==> src/rtl/bus_arbiter.sv <==
// Round-robin arbiter sharing one byte-wide memory bus among N_REQ req/ack masters.
// Define BUS_ARB_LOCK_EN to let a locking master keep the bus across accesses.
module bus_arbiter #(
    parameter int unsigned N_REQ       = 3,
    parameter int unsigned WAIT_CYCLES = 1,
    parameter int unsigned ADDR_W      = 16,
    parameter int unsigned DATA_W      = 8
) (
    input  logic                      clk,
    input  logic                      reset,
    input  logic [N_REQ-1:0]          req,
    input  logic [N_REQ-1:0]          we,
    input  logic [N_REQ-1:0]          lock,
    input  logic [N_REQ*ADDR_W-1:0]   addr,
    input  logic [N_REQ*DATA_W-1:0]   wdata,
    output logic [N_REQ-1:0]          gnt,
    output logic [N_REQ-1:0]          ack,
    output logic [DATA_W-1:0]         rdata,
    output logic                      busy,
    output logic [ADDR_W-1:0]         mem_addr,
    output logic [DATA_W-1:0]         mem_wdata,
    input  logic [DATA_W-1:0]         mem_rdata,
    output logic                      mem_r,
    output logic                      mem_w
);

    localparam int unsigned IDX_W = (N_REQ > 1) ? $clog2(N_REQ) : 1;

    typedef enum logic [1:0] {StIdle, StAccess, StDone} state_e;

    state_e             state_q, state_d;
    logic [IDX_W-1:0]   own_q, own_d;
    logic [IDX_W-1:0]   last_q, last_d;
    logic [3:0]         wcnt_q, wcnt_d;
    logic [N_REQ-1:0]   gnt_q, gnt_d;
    logic [N_REQ-1:0]   ack_q, ack_d;
    logic [DATA_W-1:0]  rdata_q, rdata_d;
    logic [ADDR_W-1:0]  mem_addr_q, mem_addr_d;
    logic [DATA_W-1:0]  mem_wdata_q, mem_wdata_d;
    logic               mem_r_q, mem_r_d;
    logic               mem_w_q, mem_w_d;

    logic [IDX_W-1:0]   winner;
    logic [IDX_W-1:0]   cand;
    logic               found;

`ifndef BUS_ARB_LOCK_EN
    logic unused_lock;
    assign unused_lock = ^lock;
`endif

    // Scan starts just after the previous owner so nobody wins twice while others wait.
    always_comb begin
        winner = last_q;
        found  = 1'b0;
        cand   = '0;
        for (int i = 1; i <= int'(N_REQ); i++) begin
            cand = IDX_W'((int'(last_q) + i) % int'(N_REQ));
            if (!found && req[cand]) begin
                winner = cand;
                found  = 1'b1;
            end
        end
`ifdef BUS_ARB_LOCK_EN
        if (lock[last_q] && req[last_q]) begin
            winner = last_q;
        end
`endif
    end

    always_comb begin
        state_d     = state_q;
        own_d       = own_q;
        last_d      = last_q;
        wcnt_d      = wcnt_q;
        gnt_d       = gnt_q;
        ack_d       = '0;
        rdata_d     = rdata_q;
        mem_addr_d  = mem_addr_q;
        mem_wdata_d = mem_wdata_q;
        mem_r_d     = mem_r_q;
        mem_w_d     = mem_w_q;
        unique case (state_q)
            StIdle: begin
                if (|req) begin
                    own_d = winner;
                    for (int i = 0; i < int'(N_REQ); i++) begin
                        gnt_d[i] = (winner == IDX_W'(i));
                    end
                    mem_addr_d  = addr[int'(winner)*ADDR_W +: ADDR_W];
                    mem_wdata_d = wdata[int'(winner)*DATA_W +: DATA_W];
                    mem_r_d     = ~we[winner];
                    mem_w_d     = we[winner];
                    wcnt_d      = 4'(WAIT_CYCLES);
                    state_d     = StAccess;
                end
            end
            StAccess: begin
                if (wcnt_q != 4'd0) begin
                    wcnt_d = wcnt_q - 4'd1;
                end else begin
                    if (mem_r_q) begin
                        rdata_d = mem_rdata;
                    end
                    mem_r_d = 1'b0;
                    mem_w_d = 1'b0;
                    for (int i = 0; i < int'(N_REQ); i++) begin
                        ack_d[i] = (own_q == IDX_W'(i));
                    end
                    last_d  = own_q;
                    state_d = StDone;
                end
            end
            StDone: begin
                gnt_d   = '0;
                state_d = StIdle;
            end
            default: state_d = StIdle;
        endcase
    end

    always_ff @(posedge clk or posedge reset) begin
        if (reset) begin
            state_q     <= StIdle;
            own_q       <= '0;
            last_q      <= IDX_W'(N_REQ - 1);
            wcnt_q      <= '0;
            gnt_q       <= '0;
            ack_q       <= '0;
            rdata_q     <= '0;
            mem_addr_q  <= '0;
            mem_wdata_q <= '0;
            mem_r_q     <= 1'b0;
            mem_w_q     <= 1'b0;
        end else begin
            state_q     <= state_d;
            own_q       <= own_d;
            last_q      <= last_d;
            wcnt_q      <= wcnt_d;
            gnt_q       <= gnt_d;
            ack_q       <= ack_d;
            rdata_q     <= rdata_d;
            mem_addr_q  <= mem_addr_d;
            mem_wdata_q <= mem_wdata_d;
            mem_r_q     <= mem_r_d;
            mem_w_q     <= mem_w_d;
        end
    end

    assign gnt       = gnt_q;
    assign ack       = ack_q;
    assign rdata     = rdata_q;
    assign busy      = (state_q != StIdle);
    assign mem_addr  = mem_addr_q;
    assign mem_wdata = mem_wdata_q;
    assign mem_r     = mem_r_q;
    assign mem_w     = mem_w_q;

endmodule

==> config.mk <==
export PLATFORM = sky130hd
export DESIGN_NAME = bus_arbiter
export DESIGN_NICKNAME = d
export VERILOG_FILES = /design/src/rtl/bus_arbiter.sv
export SDC_FILE = /design/constraint.sdc
export NUM_CORES = 1
export LEC_CHECK = 0
export ABC_AREA = 0
export BUFFER_PORTS_ARGS = -buffer_cell sky130_fd_sc_hd__buf_2
export CAP_MARGIN = 10
export CELL_PAD_IN_SITES_DETAIL_PLACEMENT = 1
export CELL_PAD_IN_SITES_GLOBAL_PLACEMENT = 1
export CORE_ASPECT_RATIO = 1.4
export CORE_MARGIN = 1
export CORE_UTILIZATION = 38
export DETAILED_ROUTE_END_ITERATION = 6
export PLACE_DENSITY_LB_ADDON = 0.2
export SETUP_SLACK_MARGIN = 0.02
export SYNTH_ARGS = -nofsm -noshare
export SYNTH_HDL_FRONTEND = slang
export SYNTH_SLANG_ARGS = --single-unit
==> constraint.sdc <==
create_clock -name clk -period 3.9 [get_ports clk]
set_input_delay 0.585 -clock clk [delete_from_list [all_inputs] [get_ports clk]]
set_output_delay 0.585 -clock clk [all_outputs]
set_load 0.01 [all_outputs]
==> results of run 1 <==
==> metrics by stage <==
stage | worst slack (ns) | std cells | util (%) | instance area, sq um
after detailed placement | 0.801 | 485 | 48.5 | 3570
after CTS | 0.789 | 493 | 49.7 | 3660
after floorplan | 1.37 | 269 | - | 2890
after global placement | 0.873 | 485 | 48.5 | 3570
after global routing | 0.571 | 493 | 49.7 | 3660
final | 0.827 | 493 | 49.7 | 3660
==> where the power goes <==
group	switching [uW]	leakage (uW)	internal [uW]	total, uW
sequential	136	0.000619	762	898
clock	189	0.0000447	130	319
combinational	1170	0.00118	850	2020
total	1500	0.00184	1740	3240
==> layout make-up <==
class / instances / area share, %
Clock inverter: 3 / 0.684
Timing Repair Buffer: 134 / 18.7
Sequential cell: 50 / 34.2
Tap cell: 97 / 3.32
Clock buffer: 5 / 1.88
Multi-Input combinational cell: 195 / 40.3
Inverter: 9 / 0.923
==> cell families (layout without fill, tap and decap cells) <==
family | Yosys count | after routing | share of synthesized area (%)
simple gates | 95 | 95 | 14.5
compound gates | 51 | 51 | 18.2
flops | 50 | 50 | 43.3
mux | 41 | 41 | 14.7
buf+inv | 24 | 151 | 6.06
fa+ha+maj | 6 | 6 | 2.60
xor+xnor | 2 | 2 | 0.606
==> layout by cell type (no fill, tap or decap), types with 2 or more instances in the layout <==
cell / n
o221ai_1: 6
nor2_1: 9
buf_2: 128
a21oi_1: 3
o21ai_0: 6
mux2_2: 12
nand2b_1: 2
nand2_1: 64
nor3_1: 2
ha_1: 6
a311o_1: 2
mux2i_1: 29
nor3b_1: 4
nand3_1: 3
inv_1: 8
nor2b_1: 2
o22ai_1: 2
dfrtp_1: 49
a21boi_0: 2
a211oi_1: 2
buf_4: 6
o221ai_2: 18
clkbuf_8: 5
nand3b_1: 2
==> routing by layer <==
layer	vias to the layer above	share of wire, %
met3	12	5.7
met2	84	54
met1	1250	38
li1	1219	-
met4	0	2.1
met5	-	0
==> final timing paths <==
kind                       slack [ns]  cells past startpoint     endpoint
max                              0.83                      9  mem_addr[6]
min                              0.28                      2  mem_addr[2]
min in group clk                 0.49                      2       gnt[1]
max in group asynchronous        2.81                      3    last_q[1]
min reg2reg                      0.49                      2       gnt[1]
max reg2reg                      0.83                      9  mem_addr[6]
==> registers in the layout (all words and copies together) (netlist names) <==
name / cells
ack: 3
gnt: 3
last_q: 2
mem_addr: 16
mem_r: 1
mem_w: 1
mem_wdata: 8
own_q: 2
rdata: 8
state_q: 2
wcnt_q: 4
==> impl_metrics.csv, run 1 <==
group,metric,value,unit
clocking,cts_tree,"done",
outcome,status,"finished, final reports clean",
logic_synthesis,synth-seq-area-share,43.3,%
clocking,clk_latency,0.31,ns
clocking,clock_sinks,50,
grt,met1_usage,23.2,%
final_layout,final_nets,492,
routing,firstDrtPassIters,4,
die,rows,37,
clocking,hold_buffers,0,
timing,fin_tns_setup,0,ns
worst_setup_path,reg2reg_from,"last_q[0]",
logic_synthesis,yosys_warnings,0,
final_layout,area_growth,26.7,%
die,die-height,105,um
logic_synthesis,synth_edf_count,0,
worst_setup_path,arrival,3.25,ns
logic_synthesis,syn_avg_cell_area,10.7,sq um
timing,final_max_slew_viol_count,0,
timing,setup_viol,0,
timing,period_needed,3.07,ns
logic_synthesis,yosys.area.top_type,"dfrtp_1",
logic_synthesis,synth_ff_type,"dfrtp_1",
routing,vias,2565,
final_layout,seq_area,1250,sq um
worst_setup_path,cp-start-kind,"register",
clocking,cts_setup_buffers,0,
clocking,cts.htree.levels,2,
timing,holdWs,0.282,ns
power,powerDensity,885,nW/um^2
clocking,post_cts_resized,0,
worst_setup_path,end_kind,"register",
power,max-vdd-ir-drop,680,uV
timing,clock-skew-final,0.00882,ns
power,power,3240,uW
logic_synthesis,synth_top_area_share,42.4,%
routing,avgRoutedWirePerCell,16.5,um
worst_setup_path,worstSetupPathType,"register to register",
die,core_area,7360,sq um
die,dieArea,7960,sq um
worst_setup_path,worstPathRequired,4.08,ns
grt,antenna_found_initial,0,
logic_synthesis,synth.area.top_cells,"dfrtp_1 (42%), mux2i_1 (10%), o221ai_2 (9.4%)",
timing,clock.fmax,0.325,GHz
routing,drt_iter0_markers,104,
logic_synthesis,netlist_instances,269,
logic_synthesis,async_flop_share,100,%
hold_path,min_path_type,"input port to async pin",
die,die_w,75.7,um
routing,routed_via_density,5.20,
logic_synthesis,ys_ff_latch,50,
worst_setup_path,critPathTopFamily,"compound AO/OA/AOI/OAI gates",
clocking,cts_root_buf,"clkbuf_8",
worst_setup_path,worstPathMaxFanout,27,
timing,slew_headroom,38.1,%
power,p_leak,0.00184,uW
timing,worst_pin_slew,0.927,ns
final_layout,final_layout_size_suffix_gt1_share,44.9,%
placement,numPortBuffers,128,
grt,grt_max_degree,33,
final_layout,antenna_cells,0,
grt,grt.overflow.total,0,
routing,wl,8.12,mm
grt,grt_pass1_wl,13.4,mm
logic_synthesis,syn_area,2890,sq um
grt,global_route.usage.met3,3.47,%
clocking,cts_buffer_depth,2,
grt,gr-max-usage-layer,"met2",
die,io_pins,132,
timing,min_period_over_period,78.8,%
routing,ant_nets,0,
timing,rsz0062_at_grt,"false",
logic_synthesis,ys_types,48,
grt,use_met2,41.9,%
worst_setup_path,worstSetupStartpoint,"last_q[0]",
job,cap_violations,0,
logic_synthesis,synth_fp_nets,366,
die,initial_utilization,39.3,%
placement,gp_congestion,0.740,
clocking,numCtsBuffers,5,
grt,grt_pass1_vias,2835,
logic_synthesis,synth_common_cells,"nand2_1 (64), dfrtp_1 (49), mux2i_1 (29)",
worst_setup_path,path_buf_inv,2,
placement,dpl.hpwl,6.25,mm
timing,hold_violations,0,
routing,route.detailed.drc,0,
worst_setup_path,crit_slowest_cell,"ha_1",
worst_setup_path,path_cells,"inv_1, ha_1, nand3b_1, o21a_4, a311o_1, a32oi_2, buf_4, mux2i_1, o221ai_2",
final_layout,multiInputGateArea,1470,sq um
final_layout,fill_cells,887,
clocking,cts.reportedPaths.clkPinSlew,0.10,ns
worst_setup_path,crit_path_max_incr_delay,0.54,ns
grt,grt_usage,22.0,%
logic_synthesis,yosysMostFrequentCell,"nand2_1",
Note: power is estimated with default switching activity, not from simulation.
==> inputs of run 2 (changes only) <==
--- a/config.mk
+++ b/config.mk
@@ -12,7 +12,7 @@
 export CELL_PAD_IN_SITES_GLOBAL_PLACEMENT = 1
 export CORE_ASPECT_RATIO = 1.4
 export CORE_MARGIN = 1
-export CORE_UTILIZATION = 38
+export CORE_UTILIZATION = 35
 export DETAILED_ROUTE_END_ITERATION = 6
 export PLACE_DENSITY_LB_ADDON = 0.2
 export SETUP_SLACK_MARGIN = 0.02
==> constraint.sdc (replaced) <==
create_clock -name clk -period 3 [get_ports clk]
set_input_delay 0.45 -clock clk [delete_from_list [all_inputs] [get_ports clk]]
set_output_delay 0.45 -clock clk [all_outputs]
set_load 0.01 [all_outputs]
==> run 2 against run 1 <==
Effect of this change: first-iteration DRC count shrank 17%; register-to-register slack lost 0.62 ns; sequential share of layout area shrank 0.61 points; combinational power grew 38%; clock-buffer cell count is the same; sequential power grew 30%; maximum frequency grew 10%; critical path type unchanged; critical endpoint is now mem_addr[15]; largest power group unchanged.
==> impl_metrics.csv, run 2 (synthesized netlist as in run 1, its figures left out) <==
group,metric,value,unit
final_layout,final_nets,496,
timing,clock.fmax,0.358,GHz
final_layout,largest_reg_flops,16,
worst_setup_path,arrival,2.99,ns
power,powerDensity,1170,nW/um^2
final_layout,multiInputGateArea,1490,sq um
grt,grt_max_degree,33,
timing,worst_pin_slew,0.595,ns
worst_setup_path,end_kind,"register",
worst_setup_path,worstPathRequired,3.20,ns
routing,drt_iter0_markers,86,
timing,clock-skew-final,0.00394,ns
placement,dpl.hpwl,6.23,mm
timing,min_period_over_period,93.0,%
timing,slew_headroom,60.2,%
clocking,clk_latency,0.31,ns
routing,routed_via_density,5.12,
timing,fin_tns_setup,0,ns
power,power,4350,uW
clocking,cts.reportedPaths.clkPinSlew,0.09,ns
worst_setup_path,reg2reg_from,"last_q[0]",
routing,vias,2559,
timing,final_max_slew_viol_count,0,
power,p_leak,0.00187,uW
timing,setup_ws,0.210,ns
grt,antenna_found_initial,0,
worst_setup_path,worstSetupPathType,"register to register",
timing,holdWs,0.176,ns
routing,route.detailed.drc,0,
routing,firstDrtPassIters,4,
worst_setup_path,critPathCapture,"mem_addr[15]",
placement,numPortBuffers,128,
routing,wl,8.02,mm
power,max-vdd-ir-drop,778,uV
timing,setup_viol,0,
die,core_area,7890,sq um
clocking,cts_root_buf,"clkbuf_8",
final_layout,area_growth,29.0,%
die,io_pins,132,
grt,grt_pass1_wl,12.9,mm
clocking,cts_tree,"done",
worst_setup_path,r2r_setup_slack,0.21,ns
final_layout,final_common_cell,"buf_2",
grt,grt_pass1_vias,2761,
final_layout,seq_area,1250,sq um
routing,ant_nets,0,
grt,grt_usage,19.5,%
clocking,cts_setup_buffers,0,
hold_path,min_path_type,"input port to async pin",
job,cap_violations,0,
final_layout,layout_common_cells,"buf_2 (128), nand2_1 (64), dfrtp_1 (49)",
clocking,cts_buffer_depth,2,
worst_setup_path,worstPathMaxFanout,27,
worst_setup_path,worstSetupStartpoint,"last_q[0]",
clocking,clock_sinks,50,
die,dieArea,8630,sq um
die,die_w,78.8,um
final_layout,antenna_cells,0,
routing,avgRoutedWirePerCell,16.0,um
worst_setup_path,r2r_cells,9,
clocking,numCtsBuffers,5,
final_layout,fill_cells,965,
final_layout,final_util,47.2,%
worst_setup_path,cp-start-kind,"register",
timing,hold_violations,0,
timing,period_needed,2.79,ns
die,rows,38,
clocking,cts.htree.levels,2,
clocking,hold_buffers,0,
outcome,status,"finished, final reports clean",
placement,gp_congestion,0.764,
die,die-height,110,um
grt,grt.overflow.total,0,
timing,rsz0062_at_grt,"false",
worst_setup_path,rr_endpoint,"mem_addr[15]",
clocking,post_cts_resized,0,
final_layout,final_layout_size_suffix_gt1_share,45.5,%
die,initial_utilization,36.6,%
placement,dp_slack,0.190,ns
## run 2: cell types whose count changed in the layout (fill, tap and decap cells not counted)
cell      delta
a32oi_2      -1
a32oi_4      +1
buf_12       +2
buf_4        +2
clkinv_2     +1
inv_6        -1
## run 2: per-layer routing
layer / GRT usage, % / wire length (um) / vias to the layer above
met5: 0 / 0 / -
met4: 8.47 / 204 / 0
met2: 38.9 / 4420 / 75
met1: 19.3 / 3060 / 1250
li1: - / - / 1223
met3: 3.15 / 334 / 11
## run 2: worst max-delay path, stage by stage (launching register included)
cell	delay, ns
dfrtp_1	0.45
inv_1	0.10
ha_1	0.47
nand3b_1	0.18
o21a_4	0.19
a311o_1	0.40
a32oi_4	0.20
buf_12	0.24
mux2i_1	0.30
o221ai_2	0.12
## run 2: final cells by class
type | instances | area share (%)
inverters | 9 | 0.906
clock buffers | 5 | 1.85
clock inverters | 3 | 0.571
well taps | 100 | 3.36
repair buffers | 138 | 19.9
multi-input cells | 195 | 39.8
flip-flops and latches | 50 | 33.6
## run 2: report_power, final
part	total [uW]	switching, uW	internal (uW)	leakage, uW
clock network	396	232	164	0.0000441
logic	2790	1550	1230	0.00121
registers	1170	176	991	0.000619
## run 2: worst min-delay path by stage
| stage | startpoint | end | slack (ns) |
|---|---|---|---|
| after CTS | reset | wcnt_q[2] | 0.19 |
| final | reset | mem_addr[9] | 0.18 |
| after floorplan | own_q[0] | ack[2] | 0.47 |
| after global placement | gnt[2] | gnt[2] | 0.46 |
| after global routing | reset | mem_addr[9] | 0.22 |
| after detailed placement | gnt[2] | gnt[2] | 0.48 |
## run 2: per-stage QoR
stage	area [sq um]	instances
finish	3730	500
global route	3730	500
CTS	3730	500
detailed placement	3640	492
global placement	3640	492
floorplan	2890	269
==> inputs of run 3 (changes only) <==
--- a/config.mk
+++ b/config.mk
@@ -15,7 +15,9 @@
 export CORE_UTILIZATION = 35
 export DETAILED_ROUTE_END_ITERATION = 6
 export PLACE_DENSITY_LB_ADDON = 0.2
+export RECOVER_POWER = 50
 export SETUP_SLACK_MARGIN = 0.02
 export SYNTH_ARGS = -nofsm -noshare
 export SYNTH_HDL_FRONTEND = slang
 export SYNTH_SLANG_ARGS = --single-unit
+export TNS_END_PERCENT = 1
==> constraint.sdc (replaced) <==
create_clock -name clk -period 2.78 [get_ports clk]
set_input_delay 0.417 -clock clk [delete_from_list [all_inputs] [get_ports clk]]
set_output_delay 0.417 -clock clk [all_outputs]
set_load 0.01 [all_outputs]
==> run 3 against run 2 <==
Effect of this change: first-iteration DRC count grew 49%; worst setup slack lost 0.14 ns; design area grew 3.6%; die area is the same; total power grew 19%; global-route usage grew 0.89 points; largest cell class unchanged; combinational power grew 23%; sequential cell count is the same; largest power group unchanged.
==> impl_metrics.csv, run 3 (synthesized netlist as in run 1, its figures left out) <==
group,metric,value,unit
placement,gp_congestion,0.785,
timing,clock-skew-final,0.00944,ns
placement,dpl.hpwl,6.48,mm
grt,grt_pass1_wl,13.4,mm
clocking,clk_latency,0.31,ns
final_layout,final_layout_size_suffix_gt1_share,44.1,%
worst_setup_path,crit_path_max_incr_delay,0.57,ns
routing,wl,8.59,mm
worst_setup_path,end_kind,"register",
worst_setup_path,critPathTopFamily,"compound AO/OA/AOI/OAI gates",
routing,route.detailed.drc,0,
clocking,cts_buffer_depth,2,
clocking,numCtsBuffers,5,
timing,final_max_slew_viol_count,0,
timing,period_needed,2.71,ns
outcome,status,"finished, final reports clean",
routing,routed_via_density,5.10,
worst_setup_path,cp-start-kind,"register",
routing,vias,2616,
die,io_pins,132,
final_layout,final_util,48.9,%
worst_setup_path,worstSetupPathType,"register to register",
clocking,clock_sinks,50,
timing,worst_pin_slew,0.956,ns
die,initial_utilization,36.6,%
worst_setup_path,path_buf_inv,2,
final_layout,final_common_cell,"buf_2",
die,dieArea,8630,sq um
power,p_leak,0.00187,uW
die,die-height,110,um
clocking,cts_root_buf,"clkbuf_8",
grt,grt_max_degree,26,
final_layout,antenna_cells,0,
timing,hold_violations,0,
routing,firstDrtPassIters,4,
timing,slew_headroom,36.2,%
timing,rsz0062_at_grt,"true",
final_layout,largest_reg_flops,16,
grt,grt_usage,20.4,%
worst_setup_path,worstPathRequired,2.98,ns
timing,setup_viol,0,
worst_setup_path,arrival,2.91,ns
grt,grt.overflow.total,0,
die,core_area,7890,sq um
clocking,cts_tree,"done",
worst_setup_path,worstPathMaxFanout,10,
hold_path,min_path_type,"input port to async pin",
power,max-vdd-ir-drop,835,uV
die,die_w,78.8,um
grt,grt_pass1_vias,2813,
placement,numPortBuffers,128,
routing,avgRoutedWirePerCell,16.7,um
final_layout,layout_common_cells,"buf_2 (109), nand2_1 (64), dfrtp_1 (49)",
final_layout,area_growth,33.6,%
routing,ant_nets,0,
grt,antenna_found_initial,0,
final_layout,final_nets,509,
timing,fin_tns_setup,0,ns
timing,clock.fmax,0.369,GHz
clocking,cts.htree.levels,2,
clocking,cts.reportedPaths.clkPinSlew,0.10,ns
worst_setup_path,crit_slowest_cell,"dfstp_2",
worst_setup_path,path_cells,"ha_1, mux2i_2, o21a_4, a311o_1, a32oi_4, buf_4, buf_12, mux2i_1, o221ai_2",
timing,min_period_over_period,97.6,%
job,cap_violations,0,
power,power,5170,uW
die,rows,38,
routing,drt_iter0_markers,128,
power,powerDensity,1340,nW/um^2
## run 3: path summary, 6_finish.rpt
check / start / to / slack (ns) / cells past startpoint
max: last_q[1] / mem_addr[0] / 0.07 / 9
min in group clk: mem_rdata[7] / rdata[7] / 0.32 / 2
min: reset / mem_addr[8] / 0.31 / 2
max reg2reg: last_q[1] / mem_addr[0] / 0.07 / 9
max in group asynchronous: reset / rdata[1] / 1.22 / 3
min reg2reg: gnt[1] / gnt[1] / 0.48 / 2
## run 3: repair_timing
item | 4_1_cts | 5_1_grt
setup buffers | 0 | 2
resized for setup | 0 | 10
setup endpoints to repair | 0 | 26
hold buffers | 0 | 0
## run 3: through the flow
stage	cells	hold slack [ns]	area (sq um)	setup slack, ns
floorplan	269	0.465	2890	0.252
global placement	501	0.461	3700	0.129
detailed placement	501	0.467	3700	0.0760
CTS	509	0.149	3800	0.0459
global route	513	0.319	3860	-0.00404
finish	513	0.306	3860	0.0675
## run 3: layout make-up
type,count,area (sq um)
fillers,975,4030
clock buffers,6,82.6
well taps,100,125
flip-flops and latches,50,1250
multi-input cells,195,1520
inverters,9,33.8
repair buffers,151,832
clock inverters,2,17.5
## run 3: metal layers
metal  global-route usage (%)  routed length (um)  up-vias  share of wire (%)
li1                         -                   -     1253                  -
met3                     3.07                 379       14                4.4
met2                     38.8                4530       76                 53
met5                        0                   0        -                  0
met1                     22.1                3460     1273                 40
met4                     8.60                 218        0                2.5
## run 3: where the power goes
part | internal, uW | switching, uW
sequential | 1070 | 185
combinational | 1600 | 1840
clock | 205 | 265
